===== src/rtl/two_neuron_pkg.sv =====
// Shared definitions for the two-neuron datapath: sentinel encoding, collector states, idle test.
package two_neuron_pkg;

    localparam int unsigned DEF_AW  = 3;
    localparam int unsigned DEF_S   = 8;
    localparam int unsigned DEF_W   = 16;
    localparam int unsigned DEF_LAT = 1;

    // Address value carrying "no result this cycle" (MSB set, index bits clear)
    localparam logic [DEF_AW:0] SENTINEL = {1'b1, {DEF_AW{1'b0}}};

    typedef enum logic [1:0] {
        ST_IDLE    = 2'd0,
        ST_COLLECT = 2'd1,
        ST_DONE    = 2'd2
    } state_t;

    // An address with its MSB set carries no result
    function automatic logic is_idle(input logic [DEF_AW:0] addr);
        return addr[DEF_AW];
    endfunction

endpackage


===== src/rtl/result_collector_if.sv =====
// Sequencer/host-side bus of the result collector: address/result streams in, readout and status out.
interface result_collector_if #(
    parameter int unsigned AW = two_neuron_pkg::DEF_AW,
    parameter int unsigned W  = two_neuron_pkg::DEF_W
);
    logic          start;
    logic [AW:0]   addr_r_in;
    logic [AW:0]   addr_c_in;
    logic [W-1:0]  y_r;
    logic [W-1:0]  y_c;
    logic          rd_en;
    logic          rd_sel;
    logic [AW-1:0] rd_idx;
    logic [W-1:0]  rd_data;
    logic          rd_valid;
    logic          done;
    logic          err;

    modport master (
        output start, addr_r_in, addr_c_in, y_r, y_c, rd_en, rd_sel, rd_idx,
        input  rd_data, rd_valid, done, err
    );

    modport slave (
        input  start, addr_r_in, addr_c_in, y_r, y_c, rd_en, rd_sel, rd_idx,
        output rd_data, rd_valid, done, err
    );
endinterface


===== src/rtl/addr_delay_line.sv =====
// Realigns a sentinel-tagged address stream to the neuron output latency (LAT=0 is a wire).
module addr_delay_line #(
    parameter int unsigned AW  = 3,
    parameter int unsigned LAT = 1
) (
    input  logic        clk,
    input  logic        reset_n,
    input  logic        i_flush,
    input  logic [AW:0] i_addr,
    output logic [AW:0] o_addr
);
    localparam logic [AW:0] L_SENT = {1'b1, {AW{1'b0}}};

    generate
        if (LAT == 0) begin : g_wire
            assign o_addr = i_addr;
        end else begin : g_chain
            logic [AW:0] r_stage [LAT];

            // Shift chain; reset and flush both refill every stage with the sentinel
            always_ff @(posedge clk or negedge reset_n) begin
                if (!reset_n) begin
                    for (int i = 0; i < LAT; i++) r_stage[i] <= L_SENT;
                end else if (i_flush) begin
                    for (int i = 0; i < LAT; i++) r_stage[i] <= L_SENT;
                end else begin
                    r_stage[0] <= i_addr;
                    for (int i = 1; i < LAT; i++) r_stage[i] <= r_stage[i-1];
                end
            end

            assign o_addr = r_stage[LAT-1];
        end
    endgenerate
endmodule


===== src/rtl/result_collector.sv =====
// Write-back end of the two-neuron datapath: stores delayed R/C results, flags completion, serves readout.
// Optional build macro COLLECT_RELU_EN: clamp negative results to zero as they are stored.
module result_collector
    import two_neuron_pkg::*;
#(
    parameter int unsigned S   = DEF_S,
    parameter int unsigned AW  = DEF_AW,
    parameter int unsigned W   = DEF_W,
    parameter int unsigned LAT = DEF_LAT
) (
    input  logic               clk,
    input  logic               reset_n,
    result_collector_if.slave  bus
);
    localparam int unsigned CW = $clog2(S + 1);

    state_t        r_state, w_state_next;
    logic          r_done, r_err, r_rd_valid;
    logic [W-1:0]  r_rd_data;
    logic [S-1:0]  r_mask_r, r_mask_c;
    logic [CW-1:0] r_cnt_r, r_cnt_c;
    logic [W-1:0]  r_bank_r [S];
    logic [W-1:0]  r_bank_c [S];

    logic [AW:0]   w_addr_r_dly, w_addr_c_dly;
    logic [AW-1:0] w_idx_r, w_idx_c;
    logic [W-1:0]  w_y_r_st, w_y_c_st;
    logic          w_collect, w_hit_r, w_hit_c, w_oor_r, w_oor_c, w_dup_r, w_dup_c;
    logic          w_rd_acc, w_rd_oor;

    addr_delay_line #(.AW(AW), .LAT(LAT)) u_dly_r (
        .clk(clk), .reset_n(reset_n), .i_flush(bus.start),
        .i_addr(bus.addr_r_in), .o_addr(w_addr_r_dly)
    );

    addr_delay_line #(.AW(AW), .LAT(LAT)) u_dly_c (
        .clk(clk), .reset_n(reset_n), .i_flush(bus.start),
        .i_addr(bus.addr_c_in), .o_addr(w_addr_c_dly)
    );

`ifdef COLLECT_RELU_EN
    assign w_y_r_st = bus.y_r[W-1] ? '0 : bus.y_r;
    assign w_y_c_st = bus.y_c[W-1] ? '0 : bus.y_c;
`else
    assign w_y_r_st = bus.y_r;
    assign w_y_c_st = bus.y_c;
`endif

    // Write decode on the delayed addresses; start suppresses any write in its cycle
    assign w_collect = (r_state == ST_COLLECT) && !bus.start;
    assign w_idx_r   = w_addr_r_dly[AW-1:0];
    assign w_idx_c   = w_addr_c_dly[AW-1:0];
    assign w_hit_r   = w_collect && !is_idle(w_addr_r_dly) && (32'(w_idx_r) < S);
    assign w_hit_c   = w_collect && !is_idle(w_addr_c_dly) && (32'(w_idx_c) < S);
    assign w_oor_r   = w_collect && !is_idle(w_addr_r_dly) && !(32'(w_idx_r) < S);
    assign w_oor_c   = w_collect && !is_idle(w_addr_c_dly) && !(32'(w_idx_c) < S);
    assign w_dup_r   = w_hit_r && r_mask_r[w_idx_r];
    assign w_dup_c   = w_hit_c && r_mask_c[w_idx_c];

    assign w_rd_acc  = bus.rd_en && (r_state == ST_DONE) && !bus.start;
    assign w_rd_oor  = (32'(bus.rd_idx) >= S);

    // State register; done mirrors the registered DONE state
    always_ff @(posedge clk or negedge reset_n) begin
        if (!reset_n) begin
            r_state <= ST_IDLE;
            r_done  <= 1'b0;
        end else begin
            r_state <= w_state_next;
            r_done  <= (w_state_next == ST_DONE);
        end
    end

    // Next-state: start always (re)enters COLLECT; full masks on both banks finish the pass
    always_comb begin
        w_state_next = r_state;
        case (r_state)
            ST_IDLE:    if (bus.start) w_state_next = ST_COLLECT;
            ST_COLLECT: begin
                if (bus.start)
                    w_state_next = ST_COLLECT;
                else if ((r_cnt_r == CW'(S)) && (r_cnt_c == CW'(S)))
                    w_state_next = ST_DONE;
            end
            ST_DONE:    if (bus.start) w_state_next = ST_COLLECT;
            default:    w_state_next = ST_IDLE;
        endcase
    end

    // Result storage (no reset: every entry is written before it can be read in DONE)
    always_ff @(posedge clk) begin
        if (w_hit_r) r_bank_r[w_idx_r] <= w_y_r_st;
        if (w_hit_c) r_bank_c[w_idx_c] <= w_y_c_st;
    end

    // Valid masks, distinct-write counters and sticky error
    always_ff @(posedge clk or negedge reset_n) begin
        if (!reset_n) begin
            r_mask_r <= '0;
            r_mask_c <= '0;
            r_cnt_r  <= '0;
            r_cnt_c  <= '0;
            r_err    <= 1'b0;
        end else if (bus.start) begin
            r_mask_r <= '0;
            r_mask_c <= '0;
            r_cnt_r  <= '0;
            r_cnt_c  <= '0;
            r_err    <= 1'b0;
        end else begin
            if (w_hit_r && !w_dup_r) begin
                r_mask_r[w_idx_r] <= 1'b1;
                r_cnt_r           <= r_cnt_r + CW'(1);
            end
            if (w_hit_c && !w_dup_c) begin
                r_mask_c[w_idx_c] <= 1'b1;
                r_cnt_c           <= r_cnt_c + CW'(1);
            end
            if (w_dup_r || w_dup_c || w_oor_r || w_oor_c || (w_rd_acc && w_rd_oor))
                r_err <= 1'b1;
        end
    end

    // Registered read port; data holds when no read is accepted
    always_ff @(posedge clk or negedge reset_n) begin
        if (!reset_n) begin
            r_rd_data  <= '0;
            r_rd_valid <= 1'b0;
        end else begin
            r_rd_valid <= w_rd_acc;
            if (w_rd_acc) begin
                if (w_rd_oor)
                    r_rd_data <= '0;
                else
                    r_rd_data <= bus.rd_sel ? r_bank_c[bus.rd_idx] : r_bank_r[bus.rd_idx];
            end
        end
    end

    assign bus.rd_data  = r_rd_data;
    assign bus.rd_valid = r_rd_valid;
    assign bus.done     = r_done;
    assign bus.err      = r_err;
endmodule

===== src/flat_wrapper.sv =====
// flat-port wrapper written by rule: the top's interface ports become plain ports
module result_collector_flat import two_neuron_pkg::*;
#(
    parameter int unsigned S   = DEF_S,
    parameter int unsigned AW  = DEF_AW,
    parameter int unsigned W   = DEF_W,
    parameter int unsigned LAT = DEF_LAT
)
  (clk, reset_n, bus_start, bus_addr_r_in, bus_addr_c_in, bus_y_r, bus_y_c, bus_rd_en, bus_rd_sel, bus_rd_idx, bus_rd_data, bus_rd_valid, bus_done, bus_err);
  result_collector_if #(.AW(AW), .W(W)) bus_i ();
  input  logic clk;
  input  logic reset_n;
  input wire logic [$bits(bus_i.start)-1:0] bus_start;
  input wire logic [$bits(bus_i.addr_r_in)-1:0] bus_addr_r_in;
  input wire logic [$bits(bus_i.addr_c_in)-1:0] bus_addr_c_in;
  input wire logic [$bits(bus_i.y_r)-1:0] bus_y_r;
  input wire logic [$bits(bus_i.y_c)-1:0] bus_y_c;
  input wire logic [$bits(bus_i.rd_en)-1:0] bus_rd_en;
  input wire logic [$bits(bus_i.rd_sel)-1:0] bus_rd_sel;
  input wire logic [$bits(bus_i.rd_idx)-1:0] bus_rd_idx;
  output wire logic [$bits(bus_i.rd_data)-1:0] bus_rd_data;
  output wire logic [$bits(bus_i.rd_valid)-1:0] bus_rd_valid;
  output wire logic [$bits(bus_i.done)-1:0] bus_done;
  output wire logic [$bits(bus_i.err)-1:0] bus_err;
  assign bus_i.start = bus_start;
  assign bus_i.addr_r_in = bus_addr_r_in;
  assign bus_i.addr_c_in = bus_addr_c_in;
  assign bus_i.y_r = bus_y_r;
  assign bus_i.y_c = bus_y_c;
  assign bus_i.rd_en = bus_rd_en;
  assign bus_i.rd_sel = bus_rd_sel;
  assign bus_i.rd_idx = bus_rd_idx;
  assign bus_rd_data = bus_i.rd_data;
  assign bus_rd_valid = bus_i.rd_valid;
  assign bus_done = bus_i.done;
  assign bus_err = bus_i.err;
  result_collector #(.S(S), .AW(AW), .W(W), .LAT(LAT)) u_core (.clk(clk), .reset_n(reset_n), .bus(bus_i));
endmodule

===== config.mk =====
export PLATFORM = sky130hd
export DESIGN_NAME = result_collector_flat
export DESIGN_NICKNAME = d
export VERILOG_FILES = /design/src/rtl/two_neuron_pkg.sv /design/src/rtl/result_collector_if.sv /design/src/rtl/addr_delay_line.sv /design/src/rtl/result_collector.sv /design/src/flat_wrapper.sv
export SDC_FILE = /design/constraint.sdc
export NUM_CORES = 1
export LEC_CHECK = 0
export BUFFER_PORTS_ARGS = -buffer_cell sky130_fd_sc_hd__buf_4
export CAP_MARGIN = 20
export CORE_MARGIN = 1
export CORE_UTILIZATION = 60
export CTS_BUF_LIST = sky130_fd_sc_hd__clkbuf_4 sky130_fd_sc_hd__clkbuf_8
export DETAILED_ROUTE_END_ITERATION = 7
export HOLD_SLACK_MARGIN = 0.06
export PLACE_DENSITY = 0.9
export SLEW_MARGIN = 20
export SYNTH_ARGS = -nofsm -noshare
export SYNTH_HDL_FRONTEND = slang
export SYNTH_SLANG_ARGS = --single-unit

===== constraint.sdc =====
create_clock -name clk -period 6.6 [get_ports clk]
set_input_delay 0.66 -clock clk [delete_from_list [all_inputs] [get_ports clk]]
set_output_delay 0.66 -clock clk [all_outputs]
set_load 0.005 [all_outputs]

== After elaboration in Yosys (flattened, before gate mapping) ==
Memory sizes are Yosys's and may differ from the RTL's.
Cells that the tools add are included.
Storage, ports and cells
  flip-flop bits (word level): 53
  memories kept: 2
  RAM bits: 256
  bits of input ports: 48
  logic and storage cells: 78
  output and inout bits: 19
Operators by class
  reductions and logical operators: 23
  equality and inequality tests: 5
  add/subtract/negate cells: 2
  order comparisons: 4
  muxes and demuxes: 29
  bitwise logic cells: 2
Memory list
  u_core.r_bank_c: words 8, width 16, rd ports 1, clocked after memory_dff 0, write ports 1, line result_collector.sv:23  | logic [W-1:0] r_bank_c [S];
  u_core.r_bank_r: words 8, width 16, rd ports 1, clocked after memory_dff 0, write ports 1, line result_collector.sv:22  | logic [W-1:0] r_bank_r [S];
Operators with widths (count)
  two-way mux 8 bit: 4
  two-way mux 4 bit: 6
  two-way mux 16 bit: 1
  bitwise OR 8 bit: 2
  logical AND 1 bit: 12
  two-way mux 1 bit: 10
  adder 4 x 1 -> 4 bit, second input constant: 2
  equality test 4 bit, second input constant: 2
  less-than comparator 3 x 4 -> 1 bit, second input constant: 2
  binary-select mux 1 bit (select 3 bit): 2
  demux 1 bit (select 3 bit): 2
  >= comparator 3 x 1 -> 1 bit, second input constant: 2
  two-way mux 2 bit: 3
  nonzero test 2 bit: 3
  zero test 1 bit: 5
  equality test 2 bit, second input constant: 2
  one-hot mux 2 bit (2 select lines): 1
  equality test 2 x 1 -> 1 bit, second input constant: 1
  zero test 2 bit: 1
  OR reduction 2 bit: 1
  logical OR 1 bit: 1

== Logic depth before layout (Yosys ltp) ==
  depth after elaboration: 8
  gate-level depth with buffers: 8
  depth with buffers taken out: 6

== Cells and area by module ==
From an unflattened synthesis, not the netlist that was laid out.
Second synthesis, totals
  cells, all modules: 662
  area, all modules: 12236.7 µm²
By module, submodules not included
  result_collector: times used 1, cells each 646, seq. area each 8813.5 µm², area an instance 11969.0 µm²
  addr_delay_line: times used 2, cells each 8, seq. area each 101.3 µm², area an instance 133.9 µm²

== Worst setup path before layout ==
OpenSTA, ideal clock, no wires.
  path kind: input -> register
  start point: in bus_start
  end point: mem u_core.r_bank_c[1][0] (netlist name) (enable)
  stages on the path: 3
  library setup time: 409 ps
  data required time: 6191 ps
  path buffers: 0
  arrival time: 2826 ps
  setup slack: 3365 ps
  cells stage by stage: nor4b_1 -> nand2_1 -> nor3_1
Between the ends
  word-level cells in the longest chain between the ends: 5
Ends and longest elaborated chain
  start: declaration: line flat_wrapper.sv:13  | input wire logic [$bits(bus_i.start)-1:0] bus_start;
  zero test 1 bit: line result_collector.sv:50  | assign w_collect = (r_state == ST_COLLECT) && !bus.start;
  logical AND 1 bit: line result_collector.sv:50
  logical AND 1 bit: line result_collector.sv:54  | assign w_hit_c = w_collect && !is_idle(w_addr_c_dly) && (32'(w_idx_c) < S);
  two-way mux 1 bit: line result_collector.sv:93  | if (w_hit_c) r_bank_c[w_idx_c] <= w_y_c_st;
  two-way mux 1 bit (not written as such): line result_collector.sv:93
  end: declaration: line result_collector.sv:23
No other way between the ends.

== Worst setup path after layout ==
  start point: reg u_core.u_dly_r.g_chain.r_stage (netlist bit u_core.u_dly_r.o_addr[0])
  end point: reg u_core.r_cnt_r[1]
Between the ends
  word-level cells in the longest chain between the ends: 6
Ends and longest elaborated chain
  start: declaration: line addr_delay_line.sv:18  | logic [AW:0] r_stage [LAT];
  binary-select mux 1 bit (select 3 bit): line result_collector.sv:57  | assign w_dup_r = w_hit_r && r_mask_r[w_idx_r];
  two-way mux 1 bit (not written as such): line result_collector.sv:57
  logical AND 1 bit: line result_collector.sv:57
  zero test 1 bit: line result_collector.sv:111  | if (w_hit_r && !w_dup_r) begin
  logical AND 1 bit: line result_collector.sv:111
  nonzero test 2 bit (no source line)
  end signal: assignment: line result_collector.sv:113  | r_cnt_r <= r_cnt_r + CW'(1);
  end: declaration: line result_collector.sv:21  | logic [CW-1:0] r_cnt_r, r_cnt_c;
No other way between the ends. The select of a mux whose other input is x is not followed.
A chain may end at the register's enable or synchronous reset.

==> impl_metrics.yaml <==
drt:
  drt_iter0_drc: 566
  detail_route.vias_per_cell: 6.28
  uppermost_routed_layer: "met5"
  total_wirelength_um: 25100
  wl_per_cell_um: 23.8
  drc: 0
  first_pass_iteration_count_of_the_detailed_router: 5
  wl_met1_um: 9500
  detailroute.via_count: 6596
  route.met2.wl_um: 12600
  routed-wl-met3_um: 1950
  antenna_left: 0
placement:
  place.port_buffers: 66
  place_ws_ns: 3.73
  place.gp.congestion: 0.776
  detailedPlacementHpwl_um: 15300
sta:
  fin_crit_sh: 0.374
  slew-limit-headroom: 0.323
  maxClockFrequency_mhz: 406
  final-setup-viol-count: 0
  rsz0062_at_grt: "false"
  worst_clk_skew_ns: 0.0147
  worst_margin_pin_slew_ns: 1.02
  timing.final.ws_setup_ns: 4.13
  slew_violations: 0
  final.min_clock_period_ns: 2.47
  final.setup.tns_ns: 0
  hold_viol_final: 0
logic_synthesis:
  synth_enable_flop_cells: 256
  number_of_standard_cells_after_synthesis: 650
  ys.warnings.count: 0
  yosysTopAreaCellShare: 0.632
  async_reset_ff_frac: 0.172
  synth-seq-cells: 309
  synth-main-ff-cell: "edfxtp_1"
  synthDominantAreaCellType: "edfxtp_1"
  syn_avg_cell_area_um2: 18.7
  mapped_cell_area_mm2: 0.0122
  yosysSeqAreaShare: 0.741
  synthTopCellsByCount: "edfxtp_1, mux4_2, dfrtp_1"
  synth.lib_cells_used.distinct: 42
  yosys-top-cells-area: "edfxtp_1, dfrtp_1, mux4_2"
  synth_nets: 702
  library_cell_with_the_highest_instance_count_after_synthesis: "edfxtp_1"
floorplanning:
  io_pins: 67
  dieHeight_um: 144
  initial_core_utilization: 0.619
  die-area_mm2: 0.0209
  floorplan.rows: 51
  die_w_um: 144
  placeableCoreArea_mm2: 0.0197
worst_setup_path:
  worstSetupStartpoint: "u_core.u_dly_r.o_addr[0]$_DFF_PN0_"
  timing_worst_setup_path_type: "flip-flop to flip-flop"
  cp_data_arrival_time_ns: 2.90
  reg2reg_from: "u_core.u_dly_r.o_addr[0]$_DFF_PN0_"
  r2r-end: "u_core.r_cnt_r[1]$_DFFE_PN0P_"
  critPathBufInv: 0
  critPathLaunchType: "flip-flop"
  crit_path_max_incr_delay_ns: 0.55
  worstPathRequired_ns: 7.04
  r2r_setup_slack_ns: 4.13
  path_depth: 4
  crit_fanout: 12
  cp_cell_sequence: "mux2_2 > mux4_2 > or4_4 > mux2_4"
  worstRegToRegCells: 4
  worst_path_dominant_cell_family: "multiplexers"
  slowest_stage_cell_crit_path: "dfrtp_1"
  cp_endpoint_kind: "flip-flop"
  endpoint: "u_core.r_cnt_r[1]$_DFFE_PN0P_"
clock_tree:
  tritoncts_clock_tree: "yes"
  cts_htree_levels: 2
  post_cts.resized_instances: 0
  cts-root-to-sink-buffers: 3
  number_of_buffers_inserted_by_post_cts_setup_repair: 0
  cts.reportedPaths.clkPinSlew_ns: 0.06
  post_cts_hold_buffer_count: 0
  cts-root-buf: "clkbuf_8"
  cts-buffers-inserted: 46
  worst_skew_pair.late_latency_ns: 0.55
  clock-sinks: 309
min_path:
  worstHoldPathType: "primary input to async pin"
power:
  cellInternalPower_mw: 3.10
  power_frac_seq: 0.551
  max-vdd-ir-drop_v: 0.000140
  p_leak_nw: 4.95
  p_clk_frac: 0.401
  power_per_cell_area_mw_per_mm2: 279
  power_spent_charging_and_discharging_nets_mw: 0.802
  switching_share: 0.206
  power.share.combinational: 0.048
finish:
  post_route_cells_drive_above_1_share: 0.318
  finalCoreUtilization: 0.711
  layout.area.seq_mm2: 0.00902
  insertedDiodeCount: 0
  area_delta_synth_final_pct: 14.8
  nFillCells: 1153
  nets_final: 801
  area_of_the_multi_input_gates_mm2: 0.00294
global_route:
  grt_first_pass_wirelength_um: 38100
  grt.overflow.total: 0
  number_of_antenna_violations_at_the_first_check_in_global_routing: 1
  grt_pass1_vias: 6783
  track_usage: 0.255
  maximum_number_of_pins_on_one_net_before_global_route_repair: 64
outcome:
  result_of_the_run: "complete, no violations"
job:
  max-cap-violations: 0
[placed cells by master (no fill, tap or decap), types with 2 or more instances in the layout]
cell,Yosys,routed
buf_4,0,86
nor2_1,20,19
or2_2,3,3
nor3_2,0,4
mux2i_1,43,43
o22ai_1,3,3
a22oi_1,19,19
dfrtp_1,51,51
clkinv_2,0,4
nor4b_1,2,2
clkinv_1,0,7
nand2_1,13,13
o21ai_0,24,24
a21oi_1,10,10
dfstp_2,2,2
mux2_2,19,19
clkbuf_8,0,53
a221oi_1,2,2
o31ai_1,2,2
clkbuf_4,0,18
nand3_1,7,7
edfxtp_1,256,256
nor2b_1,8,8
ha_1,4,4
inv_1,21,21
nand2b_1,10,10
o32ai_2,3,3
or3_1,5,5
a22o_1,7,7
mux4_2,52,52
o211ai_1,4,4
o32ai_1,9,9
[routing by layer]
layer	global-route usage	vias to the layer above
met5	0	-
met4	0.125	2
met3	0.0480	73
met2	0.411	353
met1	0.336	3356
li1	-	2812
[area by class of cell]
type	instances	area share
flip-flops and latches	309	0.645
well taps	265	0.0237
multi-input cells	285	0.210
inverters	21	0.00564
repair buffers	86	0.0462
clock buffers	71	0.0619
clock inverters	14	0.00690
[per-stage QoR]
stage | power [mW] | area (um^2) | std cells | hold WS (ns)
2_1_floorplan | 2.29 | 12200 | 650 | 0.364
3_3_place_gp | 2.36 | 13000 | 966 | 0.485
3_5_place_dp | 2.37 | 13000 | 966 | 0.491
4_1_cts | 3.92 | 14000 | 1051 | 0.188
5_1_grt | 4.02 | 14000 | 1051 | 0.220
6_report | 3.90 | 14000 | 1051 | 0.175
[power by group through the flow]
stage	clock network (mW)	logic (mW)	registers [mW]
2_1_floorplan	0	0.109	2.18
4_1_cts	1.59	0.187	2.15
5_1_grt	1.67	0.199	2.15
3_3_place_gp	0	0.175	2.19
3_5_place_dp	0	0.186	2.19
6_report	1.56	0.185	2.15
[worst register-to-register path: stages, from the launching register on]
cell and delay [ns]:
dfrtp_1 0.55, mux2_2 0.39, mux4_2 0.54, or4_4 0.54
mux2_4 0.33
[logic make-up (layout without fill, tap and decap cells)]
| logic type | Yosys count | count (layout) | share of synthesized area |
|---|---|---|---|
| AND/OR/NAND/NOR | 80 | 80 | 0.0349 |
| AO/OA/AOI/OAI | 85 | 85 | 0.0492 |
| adder cells (fa/ha/maj) | 4 | 4 | 0.00411 |
| multiplexers | 116 | 116 | 0.151 |
| buffers and inverters | 56 | 192 | 0.0194 |
| flip-flops | 309 | 309 | 0.741 |
[state kept, by name, summed over array words and instances, names as in the netlist]
signal,cells
u_core.bus.done,1
u_core.bus.rd_data,16
u_core.r_cnt_r,4
u_core.r_mask_c,8
u_core.bus.rd_valid,1
u_core.r_cnt_c,4
u_core.u_dly_c.o_addr,4
u_core.bus.err,1
u_core.r_bank_c,128
u_core.r_bank_r,128
u_core.u_dly_r.o_addr,4
u_core.r_mask_r,8
u_core.r_state,2
[how the worst min path moves through the flow]
| stage | cells past startpoint | endpoint | slack [ns] |
|---|---|---|---|
| after floorplan | 0 | u_core.bus.done$_DFF_PN0_ | 0.36 |
| after global placement | 2 | u_core.bus.rd_data[2]$_DFFE_PN0P_ | 0.48 |
| after global routing | 1 | u_core.bus.rd_data[4]$_DFFE_PN0P_ | 0.22 |
| after CTS | 1 | u_core.r_cnt_r[0]$_DFFE_PN0P_ | 0.19 |
| final | 1 | u_core.r_mask_c[2]$_DFFE_PN0P_ | 0.18 |
| after detailed placement | 2 | u_core.bus.rd_data[2]$_DFFE_PN0P_ | 0.49 |
Power figures use the tool's default switching activity.
